### src/rtl/psram_arb.sv
// psram_arb: two-port fair arbiter in front of the cr_int transaction port.
// Owner's fields are latched at grant and held until cr_int acks or the watchdog expires.
module psram_arb #(
    parameter int STARVE_LIMIT = 4,
    parameter int ACK_TIMEOUT  = 255
) (
    input  logic        clk,
    input  logic        clr,
    input  logic        m0_req,
    input  logic        m0_rw,
    input  logic [15:0] m0_wdata,
    input  logic [31:0] m0_max_addr,
    input  logic [31:0] m0_reg_addr,
    output logic        m0_ack,
    output logic        m0_err,
    input  logic        m1_req,
    input  logic        m1_rw,
    input  logic [15:0] m1_wdata,
    input  logic [31:0] m1_max_addr,
    input  logic [31:0] m1_reg_addr,
    output logic        m1_ack,
    output logic        m1_err,
    output logic [15:0] rdata,
    output logic        dt_req,
    output logic        dt_rw,
    output logic [15:0] data_to_cr,
    output logic [31:0] max_addr,
    output logic [31:0] reg_addr,
    input  logic        dt_ack,
    input  logic [15:0] data_from_cr,
    output logic        busy
);
    typedef enum logic [1:0] {IDLE, ISSUE, WAIT_ACK, DONE} state_t;
    localparam logic [3:0] SL = 4'(STARVE_LIMIT);
    localparam logic [7:0] TO = 8'(ACK_TIMEOUT - 1);
    state_t      state;
    logic        own, last, any, gnt;
    logic [3:0]  streak;
    logic [7:0]  tcnt;
    // on a tie port 0 wins unless it has just used up its streak
    always_comb begin
        any = m0_req | m1_req;
        gnt = (m0_req & m1_req) ? (!last && streak == SL) : m1_req;
    end
    always_ff @(posedge clk) begin
        if (clr) begin
            state      <= IDLE;
            own        <= 1'b0;
            last       <= 1'b1;
            streak     <= 4'd0;
            tcnt       <= 8'd0;
            m0_ack     <= 1'b0;
            m0_err     <= 1'b0;
            m1_ack     <= 1'b0;
            m1_err     <= 1'b0;
            rdata      <= 16'h0000;
            dt_req     <= 1'b0;
            dt_rw      <= 1'b0;
            data_to_cr <= 16'h0000;
            max_addr   <= 32'h0;
            reg_addr   <= 32'h0;
            busy       <= 1'b0;
        end else begin
            m0_ack <= 1'b0;
            m0_err <= 1'b0;
            m1_ack <= 1'b0;
            m1_err <= 1'b0;
            case (state)
                IDLE: if (any) begin
                    own        <= gnt;
                    last       <= gnt;
                    streak     <= (gnt == last) ? ((streak == SL) ? SL : streak + 4'd1) : 4'd1;
                    dt_rw      <= gnt ? m1_rw : m0_rw;
                    data_to_cr <= gnt ? m1_wdata : m0_wdata;
                    max_addr   <= gnt ? m1_max_addr : m0_max_addr;
                    reg_addr   <= gnt ? m1_reg_addr : m0_reg_addr;
                    dt_req     <= 1'b1;
                    busy       <= 1'b1;
                    state      <= ISSUE;
                end
                ISSUE: begin
                    tcnt  <= 8'd0;
                    state <= WAIT_ACK;
                end
                // an ack on the final watchdog cycle still counts as success
                WAIT_ACK: if (dt_ack || tcnt == TO) begin
                    dt_req <= 1'b0;
                    rdata  <= dt_ack ? data_from_cr : 16'h0000;
                    m0_ack <= !own;
                    m1_ack <= own;
                    m0_err <= !own && !dt_ack;
                    m1_err <= own && !dt_ack;
                    state  <= DONE;
                end else begin
                    tcnt <= tcnt + 8'd1;
                end
                default: begin
                    busy  <= 1'b0;
                    state <= IDLE;
                end
            endcase
        end
    end
endmodule

### config.mk
export PLATFORM = sky130hd
export DESIGN_NAME = psram_arb
export DESIGN_NICKNAME = d
export VERILOG_FILES = /design/src/rtl/psram_arb.sv
export SDC_FILE = /design/constraint.sdc
export NUM_CORES = 1
export LEC_CHECK = 0
export ABC_CLOCK_PERIOD_IN_PS = 4800
export CAP_MARGIN = 20
export CORE_UTILIZATION = 35
export DETAILED_ROUTE_END_ITERATION = 12
export GPL_ROUTABILITY_DRIVEN = 0
export PLACE_DENSITY = 0.7
export SKIP_CTS_REPAIR_TIMING = 1
export SLEW_MARGIN = 5
export SYNTH_ARGS = -nofsm -noshare
export SYNTH_HDL_FRONTEND = slang
export SYNTH_SLANG_ARGS = --single-unit
### constraint.sdc
create_clock -name clk -period 4.8 [get_ports clk]
set_clock_uncertainty 0.1 [all_clocks]
set_input_delay 1.44 -clock clk [delete_from_list [all_inputs] [get_ports clk]]
set_output_delay 1.44 -clock clk [all_outputs]
set_load 0.01 [all_outputs]
== Word-level counts from Yosys, hierarchy flattened ==
Index checks and enable logic that the tools add are counted.
Widths: inputs -> output; s select.
Storage, ports and cells
  bits in registers: 119
  logic and storage cells: 66
  output and inout bits: 103
  bits of input ports: 183
Cells by class
  multiplexer cells: 17
  bitwise gates (word level): 5
  reductions and logical operators: 18
  add/sub/neg operators: 2
  eq/ne operators: 8
Operators by type and width (number)
  $mux 32: 2
  $mux 16: 2
  $pmux 8 s2: 1
  $reduce_and 2->1: 5
  $add 8x1->8 const B: 1
  $eq 8x8->1 const B: 1
  $mux 4: 2
  $mux 8: 1
  $ne 2x2->1 const B: 3
  $pmux 2 s3: 1
  $add 4x1->4 const B: 1
  $eq 4x3->1 const B: 1
  $mux 1: 4
  $mux 2: 2
  $pmux 1 s2: 2
  $reduce_bool 2->1: 2
  $logic_and 1x1->1: 3
  $logic_not 1->1: 3
  $not 1->1: 3
  $reduce_and 3->1: 1
  $reduce_or 3->1: 1
  $eq 2x1->1 const B: 1
  $eq 2x2->1 const B: 1
  $logic_not 2->1: 1
  other kinds (5): 5

== Logic depth before layout (Yosys ltp) ==
Gate-level depths: netlist (run 1).
  depth in word-level cells: 5
  depth in mapped cells: 8
  depth with buffers taken out: 6

== Worst setup path after synthesis (run 1) ==
No wires, ideal clock.
  kind: input -> register
  start: input dt_ack
  end: register tcnt[4]
  arrival time: 2.453 ns
  cell stages on the path: 5
  library setup time: 0.059 ns
  data required time: 4.641 ns
  setup slack: 2.188 ns
  path buffers: 1
  cell sequence: and2_4 -> buf_6 -> a211o_2 -> or4_1 -> nand2_1
Between the ends
  cells in the longest elaborated chain, start to end: 3
Ends and longest elaborated chain
  start: declaration: line 29  | input logic dt_ack,
  $logic_or 1x1->1: line 86  | WAIT_ACK: if (dt_ack || tcnt == TO) begin
  $ne 2x2->1 (no source line)
  $reduce_and 2->1 (no source line)
  end signal: assignment: line 95  | tcnt <= tcnt + 8'd1;
  end: declaration: line 39  | logic [7:0] tcnt;
Every way passes these cells.
A chain may end at the register's enable or synchronous reset.

== Worst setup path in the final report (run 1) ==
  start: input m1_req
  end: register reg_addr[30]
Between the ends
  cells in the longest elaborated chain, start to end: 3
  elaborated cells between the ends (all ways): 5
  classes of those cells: mux (2); bitwise (2); reduce/logical (1)
Ends and longest elaborated chain
  start: declaration: line 16  | input logic m1_req,
  $and 1x1->1: line 43  | gnt = (m0_req & m1_req) ? (!last && streak == SL) : m1_req;
  $mux 1: line 43
  $mux 32: line 76  | reg_addr <= gnt ? m1_reg_addr : m0_reg_addr;
  end signal: assignment: line 76
  end: declaration: line 28  | output logic [31:0] reg_addr,
Parallel ways exist; a longest one is shown, timed or not.

==> impl_metrics.env, run 1 <==
export IMPL_internal_power_mw=3.28
export IMPL_port_buffers=285
export IMPL_grt_pass1_vias=6566
export IMPL_async_reset_ff_share_pct=0
export IMPL_seq_power_share_pct=28.8
export IMPL_place_area_sq_um=8840
export IMPL_place_worst_setup_slack_ps=872
export IMPL_p_total_mw=5.03
export IMPL_num_io_pins=286
export IMPL_start_util_pct=36.0
export IMPL_drive_above_1_share_pct=6.21
export IMPL_clockRootBuffer="clkbuf_16"
export IMPL_netlist_top_cells_area="dfxtp_1 (40%), nor3_1 (14%), o22ai_1 (8.6%)"
export IMPL_clock_path_buffers=2
export IMPL_grt_first_pass_wirelength_um=35900
export IMPL_fin_crit_ps=3500
export IMPL_arrival_ps=3730
export IMPL_place_inst=1187
export IMPL_top_layer_used="met4"
export IMPL_final_cell_count_no_fill=1218
export IMPL_syn_inst=751
export IMPL_hp_class="register to register"
export IMPL_rsz0062_at_grt="false"
export IMPL_n_antenna_cell=0
export IMPL_slowest_stage="or2_2"
export IMPL_synthesis_nets=941
export IMPL_rows=47
export IMPL_seqCellArea_sq_um=2380
export IMPL_yosysSeqAreaShare_pct=39.9
export IMPL_worst_slack_ps=1300
export IMPL_mostFrequentLayoutCells="clkdlybuf4s50_1 (285), nor3_1 (163), dfxtp_1 (119)"
export IMPL_cts_tree="built"
export IMPL_cp_cell_sequence="clkdlybuf4s50_1 -> nand2_2 -> or2_2 -> buf_4 -> o21ai_0 -> nor4_1"
export IMPL_track_usage_pct=25.7
export IMPL_r2r_start="streak[0]"
export IMPL_power_frac_comb_pct=42.6
export IMPL_yosysWarnings=0
export IMPL_routed_wl_um=22800
export IMPL_dp_hpwl_um=14400
export IMPL_synth_area_per_cell_sq_um=7.94
export IMPL_worst_setup_path_end_kind="register"
export IMPL_synth_top_area_share_pct=39.9
export IMPL_crit_required_ps=5020
export IMPL_switchingPower_mw=1.76
export IMPL_fin_area_sq_um=9490
export IMPL_die_h_um=133
export IMPL_outcome="completed"
export IMPL_yosysTopAreaCell="dfxtp_1"
export IMPL_drtIter0Drc=561
export IMPL_min_path_cells=2
export IMPL_synth_compound_area_share_pct=22.2
export IMPL_max_vdd_ir_drop_v=0.000245
export IMPL_drv_cap=0
export IMPL_wl_met3_um=2020
export IMPL_via_count=7099
export IMPL_final_hold_viol_count=0
export IMPL_dieArea_sq_um=17600
export IMPL_dieWidth_um=133
export IMPL_drv_slew=0
export IMPL_path_buf_inv=2
export IMPL_fin_nets=1176
export IMPL_synth_edf_count=0
export IMPL_multi_input_area_sq_um=3160
export IMPL_clock_sinks=119
export IMPL_antenna_found_initial=0
export IMPL_slew_headroom_pct=33.9
export IMPL_critPathTopFamily="simple AND/OR/NAND/NOR gates"
export IMPL_fmax_mhz=285
export IMPL_cts_made_buffers=17
export IMPL_synth_simple_gate_area_share_pct=28.5
export IMPL_timing_rr_end="reg_addr[4]"
export IMPL_wl_met1_um=9880
export IMPL_holdWs_ps=400
export IMPL_core_area_sq_um=16600
export IMPL_clkPwrFrac_pct=28.7
export IMPL_crit_fanout=55
export IMPL_area_growth_syn_to_layout_pct=59.1
export IMPL_utilization_pct=57.2
export IMPL_synth_cell_types=50
export IMPL_insertion_delay_ps=430
export IMPL_worst_setup_path_start_kind="input pin"
export IMPL_drc=0
export IMPL_rr_worst_depth=7
export IMPL_drt_antenna_violating_nets=0
export IMPL_min_to="dt_req"
export IMPL_crit_type="input pin to register"
export IMPL_final_common_cell="clkdlybuf4s50_1"
export IMPL_synthMuxAreaShare_pct=0
export IMPL_vias_per_cell=5.83
export IMPL_met2WireLength_um=10300
export IMPL_synth_main_ff_cell="dfxtp_1"
export IMPL_power_density_nw_per_um2=530
export IMPL_fillCellCount=1552
export IMPL_p_sw_share_pct=34.9
export IMPL_synthesis_area_sq_um=5970
export IMPL_tightest_slew_ps=991
export IMPL_overflow=0
export IMPL_synth_xor_xnor_area_share_pct=0.294
export IMPL_r2r_slack_ps=2150
export IMPL_post_drt_wl_per_cell_um=18.7
export IMPL_period_share_pct=73.0
export IMPL_p_leak_nw=3.20
export IMPL_cpPeakStageDelay_ps=730
export IMPL_hp_start="dt_req"
export IMPL_ys_ff_latch=119
export IMPL_setup_viol=0
export IMPL_clk_pin_slew_ps=50
export IMPL_grt_max_degree=84
export IMPL_cts_htree_levels=4
export IMPL_finalSetupTns_ps=0
export IMPL_synth_top_family_by_area="simple AND/OR/NAND/NOR gates"
export IMPL_firstDrtPassIters=5
export IMPL_synth_fa_ha_area_share_pct=1.47
sequential cells by signal, summed over array words and instances (netlist names):
register    flops
dt_rw           1
m1_err          1
last            1
streak          4
m0_err          1
tcnt            8
dt_req          1
state           2
m0_ack          1
busy            1
m1_ack          1
max_addr       32
reg_addr       32
own             1
data_to_cr     16
rdata          16
synthesized netlist by cell type, types with 4 or more instances:
cell type and number:
nand4_1 4, o211ai_1 6, o31ai_1 5, o21ai_0 88, nor3_1 163, buf_1 6, nor2_1 24, a22oi_1 16
buf_4 4, inv_1 8, a21oi_1 9, nor4_1 80, buf_6 7, nand2_1 12, clkbuf_1 41, dfxtp_1 119
ha_1 7, or4_1 4, o22ai_1 82, buf_2 25
worst max-delay path by stage:
stage	from	endpoint	slack, ps	cells after the start
final	m1_req	reg_addr[30]	1300	6
after global routing	m1_req	reg_addr[30]	1010	6
after CTS	m1_req	max_addr[8]	1330	6
after detailed placement	m1_req	max_addr[8]	870	6
after global placement	m1_req	reg_addr[30]	960	6
after floorplan	dt_ack	tcnt[4]	2190	5
power groups by stage:
| stage | sequential (mW) | combinational, mW | clock [mW] |
|---|---|---|---|
| global route | 1.48 | 2.31 | 1.51 |
| floorplan | 1.57 | 1.03 | 0 |
| finish | 1.45 | 2.14 | 1.44 |
| global placement | 1.46 | 2.12 | 0 |
| CTS | 1.44 | 2.14 | 1.47 |
| detailed placement | 1.46 | 2.13 | 0 |
cell type report:
class                   count  area share (%)
multi-input cells         540            33.3
repair buffers            300            31.5
flip-flops and latches    119            25.1
clock buffers              23            5.14
well taps                 220            2.90
clock inverters             8            1.77
inverters                   8           0.316
tightest hold or removal path: cells and delay by family (launching register included):
family,cells,cell delay (ps)
AO/OA/AOI/OAI,1,50
flip-flops,1,330
AND/OR/NAND/NOR,1,60
per-layer routing:
layer	vias up	global-route usage, %
met5	-	0
met4	0	11.9
met1	3305	33.1
li1	3399	-
met3	43	7.24
met2	352	39.5
cells by family after synthesis:
group / after synthesis
and+or+nand+nor: 311
adders and majority gates: 7
xor gates and xnor gates: 2
AOI/OAI and AO/OA: 220
DFF: 119
buffers and inverters: 92
Note: power is estimated with default switching activity, not from simulation.
==> run 2: changes to the inputs <==
--- a/config.mk
+++ b/config.mk
@@ -5,7 +5,7 @@
 export SDC_FILE = /design/constraint.sdc
 export NUM_CORES = 1
 export LEC_CHECK = 0
-export ABC_CLOCK_PERIOD_IN_PS = 4800
+export ABC_CLOCK_PERIOD_IN_PS = 3300
 export CAP_MARGIN = 20
 export CORE_UTILIZATION = 35
 export DETAILED_ROUTE_END_ITERATION = 12
==> constraint.sdc (replaced) <==
create_clock -name clk -period 3.3 [get_ports clk]
set_clock_uncertainty 0.1 [all_clocks]
set_input_delay 0.99 -clock clk [delete_from_list [all_inputs] [get_ports clk]]
set_output_delay 0.99 -clock clk [all_outputs]
set_load 0.01 [all_outputs]
==> run 2 against run 1 <==
Against the previous run:
- critical path depth decreased by 1
- count of clock-buffer cells in the layout decreased by 2
- largest power group unchanged
- die area unchanged
- final cell count increased by 0.25%
- first-iteration DRC count increased by 11%
- via count decreased by 0.28%
- critical path type unchanged
- power increased by 39%
- sequential power increased by 46%
- setup slack got worse by 550 ps
- global-route usage decreased by 0.31 points
==> impl_metrics.env, run 2 (synthesized netlist as in run 1, its figures left out) <==
export IMPL_routed_wl_um=22700
export IMPL_drv_cap=0
export IMPL_slowest_stage="clkdlybuf4s50_1"
export IMPL_core_area_sq_um=16600
export IMPL_crit_start="m0_req"
export IMPL_firstDrtPassIters=5
export IMPL_clk_pin_slew_ps=60
export IMPL_p_leak_nw=3.19
export IMPL_antenna_found_initial=0
export IMPL_power_density_nw_per_um2=740
export IMPL_hp_start="rdata[3]"
export IMPL_drive_above_1_share_pct=6.49
export IMPL_fmax_mhz=391
export IMPL_overflow=0
export IMPL_drc=0
export IMPL_tightest_slew_ps=670
export IMPL_hp_class="register to register"
export IMPL_die_h_um=133
export IMPL_grt_util_met3_pct=7.62
export IMPL_start_util_pct=36.0
export IMPL_port_buffers=285
export IMPL_vias_per_cell=5.80
export IMPL_arrival_ps=2760
export IMPL_num_io_pins=286
export IMPL_drv_slew=0
export IMPL_period_share_pct=77.4
export IMPL_dp_hpwl_um=14400
export IMPL_dieArea_sq_um=17600
export IMPL_track_usage_pct=25.3
export IMPL_fillCellCount=1546
export IMPL_dieWidth_um=133
export IMPL_clockRootBuffer="clkbuf_16"
export IMPL_final_common_cell="clkdlybuf4s50_1"
export IMPL_drtIter0Drc=621
export IMPL_crit_fanout=57
export IMPL_cts_made_buffers=17
export IMPL_mostFrequentLayoutCells="clkdlybuf4s50_1 (285), nor3_1 (163), dfxtp_1 (119)"
export IMPL_max_vdd_ir_drop_v=0.000554
export IMPL_outcome="completed"
export IMPL_r2r_start="state[0]"
export IMPL_grt_first_pass_wirelength_um=35600
export IMPL_utilization_pct=57.1
export IMPL_setup_viol=0
export IMPL_fin_crit_ps=2560
export IMPL_crit_type="input pin to register"
export IMPL_cp_cell_sequence="clkdlybuf4s50_1 -> or2_2 -> buf_12 -> o21ai_0 -> nor4_1"
export IMPL_rows=47
export IMPL_worst_setup_path_start_kind="input pin"
export IMPL_fin_nets=1179
export IMPL_post_drt_wl_per_cell_um=18.6
export IMPL_slew_headroom_pct=54.8
export IMPL_grt_busiest_layer="met2"
export IMPL_finalSetupTns_ps=0
export IMPL_cts_tree="built"
export IMPL_grtUsageMet2_pct=39.2
export IMPL_cpPeakStageDelay_ps=570
export IMPL_final_hold_viol_count=0
export IMPL_rsz0062_at_grt="false"
export IMPL_worst_setup_path_end_kind="register"
export IMPL_insertion_delay_ps=420
export IMPL_top_regs="max_addr x32, reg_addr x32"
export IMPL_crit_required_ps=3500
export IMPL_n_antenna_cell=0
export IMPL_grt_pass1_vias=6650
export IMPL_clock_path_buffers=2
export IMPL_area_growth_syn_to_layout_pct=58.6
export IMPL_grt_max_degree=84
export IMPL_grtUsageMet1_pct=32.9
export IMPL_cts_htree_levels=4
export IMPL_clock_sinks=119
export IMPL_drt_antenna_violating_nets=0
export IMPL_via_count=7079
[run 2: changes by cell type in the layout (fill, tap and decap cells not counted)]
cell,delta
clkinvlp_4,+1
buf_12,+5
clkbuf_8,-2
clkinv_2,+5
bufinv_16,-4
buf_4,-2
[run 2: layer usage]
layer | share of wire (%) | vias to the layer above
met5 | 0 | -
met4 | 2.5 | 0
met3 | 9.7 | 36
met2 | 46 | 380
met1 | 42 | 3265
li1 | - | 3398
[run 2: worst max-delay path: cells and delay by family]
| kind | cells | cell delay (ps) |
|---|---|---|
| buf+inv | 2 | 860 |
| compound gates | 1 | 140 |
| simple gates | 2 | 720 |
[run 2: final timing paths]
check | endpoint | slack [ps] | cells past startpoint
min | rdata[3] | 400 | 2
max | reg_addr[28] | 740 | 5
max reg2reg | reg_addr[28] | 950 | 7
min reg2reg | rdata[3] | 400 | 2
[run 2: stage by stage]
stage               setup WS, ps  cell area (sq um)  hold slack (ps)  instances  total power [mW]
floorplan                   1140               5970              351        751              3.79
global placement             457               8920              380       1190              5.28
detailed placement           435               8920              385       1190              5.29
CTS                          760               9460              403       1221              7.04
global route                 637               9460              415       1221              7.40
finish                       745               9460              398       1221              7.01
[run 2: final cells by class]
cell class                      instances  area (sq um)  share of cell area [%]
Multi-Input combinational cell        540          3160                    33.4
Timing Repair Buffer                  303          3080                    32.5
Sequential cell                       119          2380                    25.2
Clock buffer                           21           460                    4.87
Tap cell                              220           275                    2.91
Clock inverter                         10          80.1                   0.846
Inverter                                8          30.0                   0.317
[run 2: where the power goes]
part	internal [mW]	leakage (nW)	switching [mW]
logic	1.54	1.94	1.64
registers	1.87	0.981	0.248
clock network	1.06	0.268	0.660
==> run 3: changes to the inputs <==
--- a/config.mk
+++ b/config.mk
@@ -5,12 +5,12 @@
 export SDC_FILE = /design/constraint.sdc
 export NUM_CORES = 1
 export LEC_CHECK = 0
-export ABC_CLOCK_PERIOD_IN_PS = 3300
+export ABC_CLOCK_PERIOD_IN_PS = 2320
 export CAP_MARGIN = 20
 export CORE_UTILIZATION = 35
 export DETAILED_ROUTE_END_ITERATION = 12
 export GPL_ROUTABILITY_DRIVEN = 0
-export PLACE_DENSITY = 0.7
+export PLACE_DENSITY = 0.73
 export SKIP_CTS_REPAIR_TIMING = 1
 export SLEW_MARGIN = 5
 export SYNTH_ARGS = -nofsm -noshare
==> constraint.sdc (replaced) <==
create_clock -name clk -period 2.32 [get_ports clk]
set_clock_uncertainty 0.1 [all_clocks]
set_input_delay 0.696 -clock clk [delete_from_list [all_inputs] [get_ports clk]]
set_output_delay 0.696 -clock clk [all_outputs]
set_load 0.01 [all_outputs]
==> run 3 against run 2 <==
Against the previous run:
- register-to-register slack got worse by 680 ps
- largest cell class is now buffers
- highest routed layer unchanged
- global-route usage up 0.071 points
- utilization up 2.0 points
==> impl_metrics.env, run 3 (synthesized netlist as in run 1, its figures left out) <==
export IMPL_clkPwrFrac_pct=27.3
export IMPL_drc=0
export IMPL_period_share_pct=92.3
export IMPL_die_h_um=133
export IMPL_top_regs="max_addr x32, reg_addr x32"
export IMPL_seq_power_share_pct=28.3
export IMPL_path_buf_inv=1
export IMPL_final_common_cell="clkdlybuf4s50_1"
export IMPL_drtIter0Drc=592
export IMPL_drt_antenna_violating_nets=0
export IMPL_drv_slew=0
export IMPL_clk_pin_slew_ps=60
export IMPL_fillCellCount=1467
export IMPL_fin_nets=1196
export IMPL_timing_rr_end="max_addr[15]"
export IMPL_slowest_stage="clkdlybuf4s50_1"
export IMPL_r2r_slack_ps=270
export IMPL_utilization_pct=59.0
export IMPL_cp_cell_sequence="clkdlybuf4s50_1"
export IMPL_antenna_found_initial=0
export IMPL_rr_worst_depth=7
export IMPL_final_hold_viol_count=0
export IMPL_seqCellArea_sq_um=2380
export IMPL_max_vdd_ir_drop_v=0.000700
export IMPL_drv_cap=0
export IMPL_area_growth_syn_to_layout_pct=64.1
export IMPL_dp_hpwl_um=14800
export IMPL_fin_crit_ps=2140
export IMPL_fmax_mhz=467
export IMPL_outcome="completed"
export IMPL_clock_sinks=119
export IMPL_grt_pass1_vias=6791
export IMPL_vias_per_cell=5.78
export IMPL_track_usage_pct=25.4
export IMPL_dieArea_sq_um=17600
export IMPL_cts_htree_levels=4
export IMPL_overflow=0
export IMPL_setup_viol=0
export IMPL_hp_start="dt_req"
export IMPL_n_antenna_cell=0
export IMPL_p_leak_nw=3.36
export IMPL_grt_max_degree=56
export IMPL_clockRootBuffer="clkbuf_16"
export IMPL_crit_fanout=2
export IMPL_cts_tree="built"
export IMPL_cpPeakStageDelay_ps=600
export IMPL_cts_made_buffers=17
export IMPL_crit_type="register to output pin"
export IMPL_power_density_nw_per_um2=1080
export IMPL_worst_setup_path_start_kind="register"
export IMPL_min_to="dt_req"
export IMPL_clock_path_buffers=2
export IMPL_insertion_delay_ps=410
export IMPL_min_path_cells=2
export IMPL_mostFrequentLayoutCells="clkdlybuf4s50_1 (285), nor3_1 (163), dfxtp_1 (119)"
export IMPL_drive_above_1_share_pct=8.24
export IMPL_p_sw_share_pct=34.7
export IMPL_power_frac_comb_pct=44.4
export IMPL_worst_slack_ps=178
export IMPL_firstDrtPassIters=5
export IMPL_start_util_pct=36.0
export IMPL_post_drt_wl_per_cell_um=18.2
export IMPL_critPathTopFamily="buffers and inverters"
export IMPL_switchingPower_mw=3.68
export IMPL_multi_input_area_sq_um=3150
export IMPL_via_count=7159
export IMPL_grt_first_pass_wirelength_um=35800
export IMPL_place_worst_setup_slack_ps=-138
export IMPL_rows=47
export IMPL_rsz0062_at_grt="false"
export IMPL_hp_class="register to register"
export IMPL_port_buffers=285
export IMPL_core_area_sq_um=16600
export IMPL_internal_power_mw=6.92
export IMPL_dieWidth_um=133
export IMPL_num_io_pins=286
export IMPL_crit_required_ps=1520
export IMPL_routed_wl_um=22500
export IMPL_r2r_start="streak[0]"
export IMPL_worst_setup_path_end_kind="output pin"
export IMPL_holdWs_ps=385
export IMPL_tightest_slew_ps=402
export IMPL_slew_headroom_pct=72.9
export IMPL_p_total_mw=10.6
export IMPL_finalSetupTns_ps=0
export IMPL_arrival_ps=1350
run 3: layout make-up:
type                            count  area share (%)
Clock buffer                       19            4.53
Multi-Input combinational cell    540            32.2
Timing Repair Buffer              320            33.7
Sequential cell                   119            24.3
Inverter                            8           0.307
Tap cell                          220            2.81
Clock inverter                     13            2.07
run 3: worst max-delay path by stage:
stage,startpoint,to,slack (ps),cells after the start
after floorplan,dt_ack,tcnt[4],450,5
after global routing,streak[0],max_addr[6],110,7
after CTS,max_addr[3],max_addr[3],130,1
after global placement,m1_req,max_addr[23],-90,6
after detailed placement,m1_req,reg_addr[6],-140,5
final,max_addr[3],max_addr[3],180,1
run 3: power by group through the flow:
stage / Sequential [mW] / Combinational (mW) / Clock [mW]
after detailed placement: 3.03 / 4.68 / 0
after global placement: 3.02 / 4.64 / 0
after floorplan: 3.25 / 2.14 / 0
after CTS: 3.00 / 4.69 / 2.96
final: 3.00 / 4.70 / 2.90
after global routing: 3.07 / 5.03 / 3.08
run 3: metrics by stage:
stage               cells  area [sq um]
global route         1239          9790
finish               1239          9790
floorplan             751          5970
detailed placement   1207          9140
global placement     1207          9140
CTS                  1239          9790
run 3: metal layers:
layer  GRT usage (%)  up-vias  routed length (um)
met5               0        -                   0
li1                -     3435                   -
met1            31.9     3330                9390
met4            11.0        0                 635
met2            41.1      348               10700
met3            6.51       46                1790
==> variant: new RTL, settings of run 2 <==
The 4 states of `state_t` get a Gray code encoding in 2 bits.
--- a/src/rtl/psram_arb.sv
+++ b/src/rtl/psram_arb.sv
@@ -30,7 +30,7 @@
     input  logic [15:0] data_from_cr,
     output logic        busy
 );
-    typedef enum logic [1:0] {IDLE, ISSUE, WAIT_ACK, DONE} state_t;
+    typedef enum logic [1:0] {IDLE = 2'b00, ISSUE = 2'b01, WAIT_ACK = 2'b11, DONE = 2'b10} state_t;
     localparam logic [3:0] SL = 4'(STARVE_LIMIT);
     localparam logic [7:0] TO = 8'(ACK_TIMEOUT - 1);
     state_t      state;
Behaviour: no difference found for any inputs over 4 cycles, from zero or initial values; so few cycles prove little.
==> variant against run 2 <==
Highest routed layer unchanged; register-to-register slack improved by 0.21 ns; synthesized area fell by 17%; sequential cell count stayed put; hold slack worse by 0.033 ns; setup slack better by 0.043 ns; design area shrank 9.9%; critical path depth did not move; first-iteration DRC count is 73% lower; critical endpoint is now rdata[0]; via count is 32% lower; routed wire length fell by 27%.
Power is not compared: it rests on default switching activity, and its combinational part moved more than twofold at a synthesized area within 25%.
==> variant: results <==
group,metric,value,unit
outcome,status,"complete, no violations",
logic_synthesis,syn_inst,439,
layout,final_cell_count_no_fill,902,
clocking,clkSlewWorstSetupHoldPaths,0.05,ns
logic_synthesis,syn_nets,626,
layout,nClkBuffers,26,
pwr,vdd_drop_max,0.000340,V
layout,largestClassByArea,"non-clock buffers",
setup_path,crit_start,"dt_ack",
pwr,leakage,3.07,nW
route,wl_per_cell,18.5,um
route,drt-pass1-iter-count,4,
logic_synthesis,synthTopCellsByArea,"dfxtp_1, o221a_1, o21a_1, a22o_1, buf_6",
layout,final-clk-cell-share,6.74,%
setup_path,rr_startpoint,"tcnt[0]",
place,place_area,7950,um^2
logic_synthesis,synth_common_cells,"dfxtp_1, o21a_1, o221a_1, clkbuf_1, a22o_1",
layout,nFillCells,1098,
place,dp_cells,873,
logic_synthesis,synth-async-reset-ratio,0,%
layout,multi_input_gates,270,
layout,multi_input_area,2310,um^2
timing,worst_hold_slack,0.364,ns
setup_path,path_max_fanout,17,
global_route,grt_max_degree,68,
hold_path,min_path_cells,1,
logic_synthesis,ys_types,48,
layout,bufAreaShareNonClock,35.2,%
layout,drive_gt1_share,6.37,%
setup_path,timing.reg2reg.worst_path_depth,6,
place,place_ws,0.364,ns
hold_path,min_from,"dt_req",
layout,seq_share,28.0,%
place,hpwlAfterDp,11.9,mm
timing,worst_pin_slew,0.861,ns
layout,fin_util,61.6,%
route,via_count,4808,
timing,finalCriticalPeriod,2.51,ns
logic_synthesis,synth-main-ff-cell,"dfxtp_1",
setup_path,ff2ff_setup_slack,1.16,ns
setup_path,worstSetupPathType,"input pin to flip-flop",
layout,buffers,296,
layout,reg.largest.list,"max_addr: 32 flops, reg_addr: 32 flops",
global_route,track_usage,22.8,%
clocking,cts-buffers-inserted,17,
global_route,grt_pass1_wl,25.5,mm
setup_path,endpoint,"rdata[0]",
hold_path,hold_end,"dt_req",
route,drt_iter0_markers,166,
clocking,clk_path_buf_depth,2,
global_route,antenna_found_initial,0,
flow_run,maxCapViolations,0,
layout,seq_cell_count,119,
logic_synthesis,yosysSeqAreaShare,48.1,%
clocking,clock_latency,0.40,ns
==> variant: worst max-delay path, stage by stage <==
cell	delay [ns]
clkdlybuf4s50_1	0.53
inv_1	0.15
o21ai_2	0.10
a31oi_2	0.73
a22o_1	0.24
==> variant: layer usage <==
layer  up-vias  share of wire [%]  track usage, %
met5         -                  0               0
met4         0                3.0            9.72
met3        27                9.6            9.45
met2       212                 49            39.3
met1      2273                 39            24.6
li1       2296                  -               -
==> variant: kinds of logic after synthesis <==
logic type               count (synthesis)  share of synthesized area (%)
AO/OA/AOI/OAI                          216                           39.0
flip-flops                             119                           48.1
buffers and inverters                   50                           5.71
AND/OR/NAND/NOR                         49                           6.03
adder cells (fa/ha/maj)                  4                           1.01
XOR/XNOR                                 1                          0.177
==> variant: report_power, final <==
| group | switching (mW) | internal (mW) | total [mW] |
|---|---|---|---|
| clock network | 0.610 | 1.20 | 1.81 |
| registers | 0.0725 | 1.56 | 1.63 |
| logic | 0.332 | 0.547 | 0.880 |
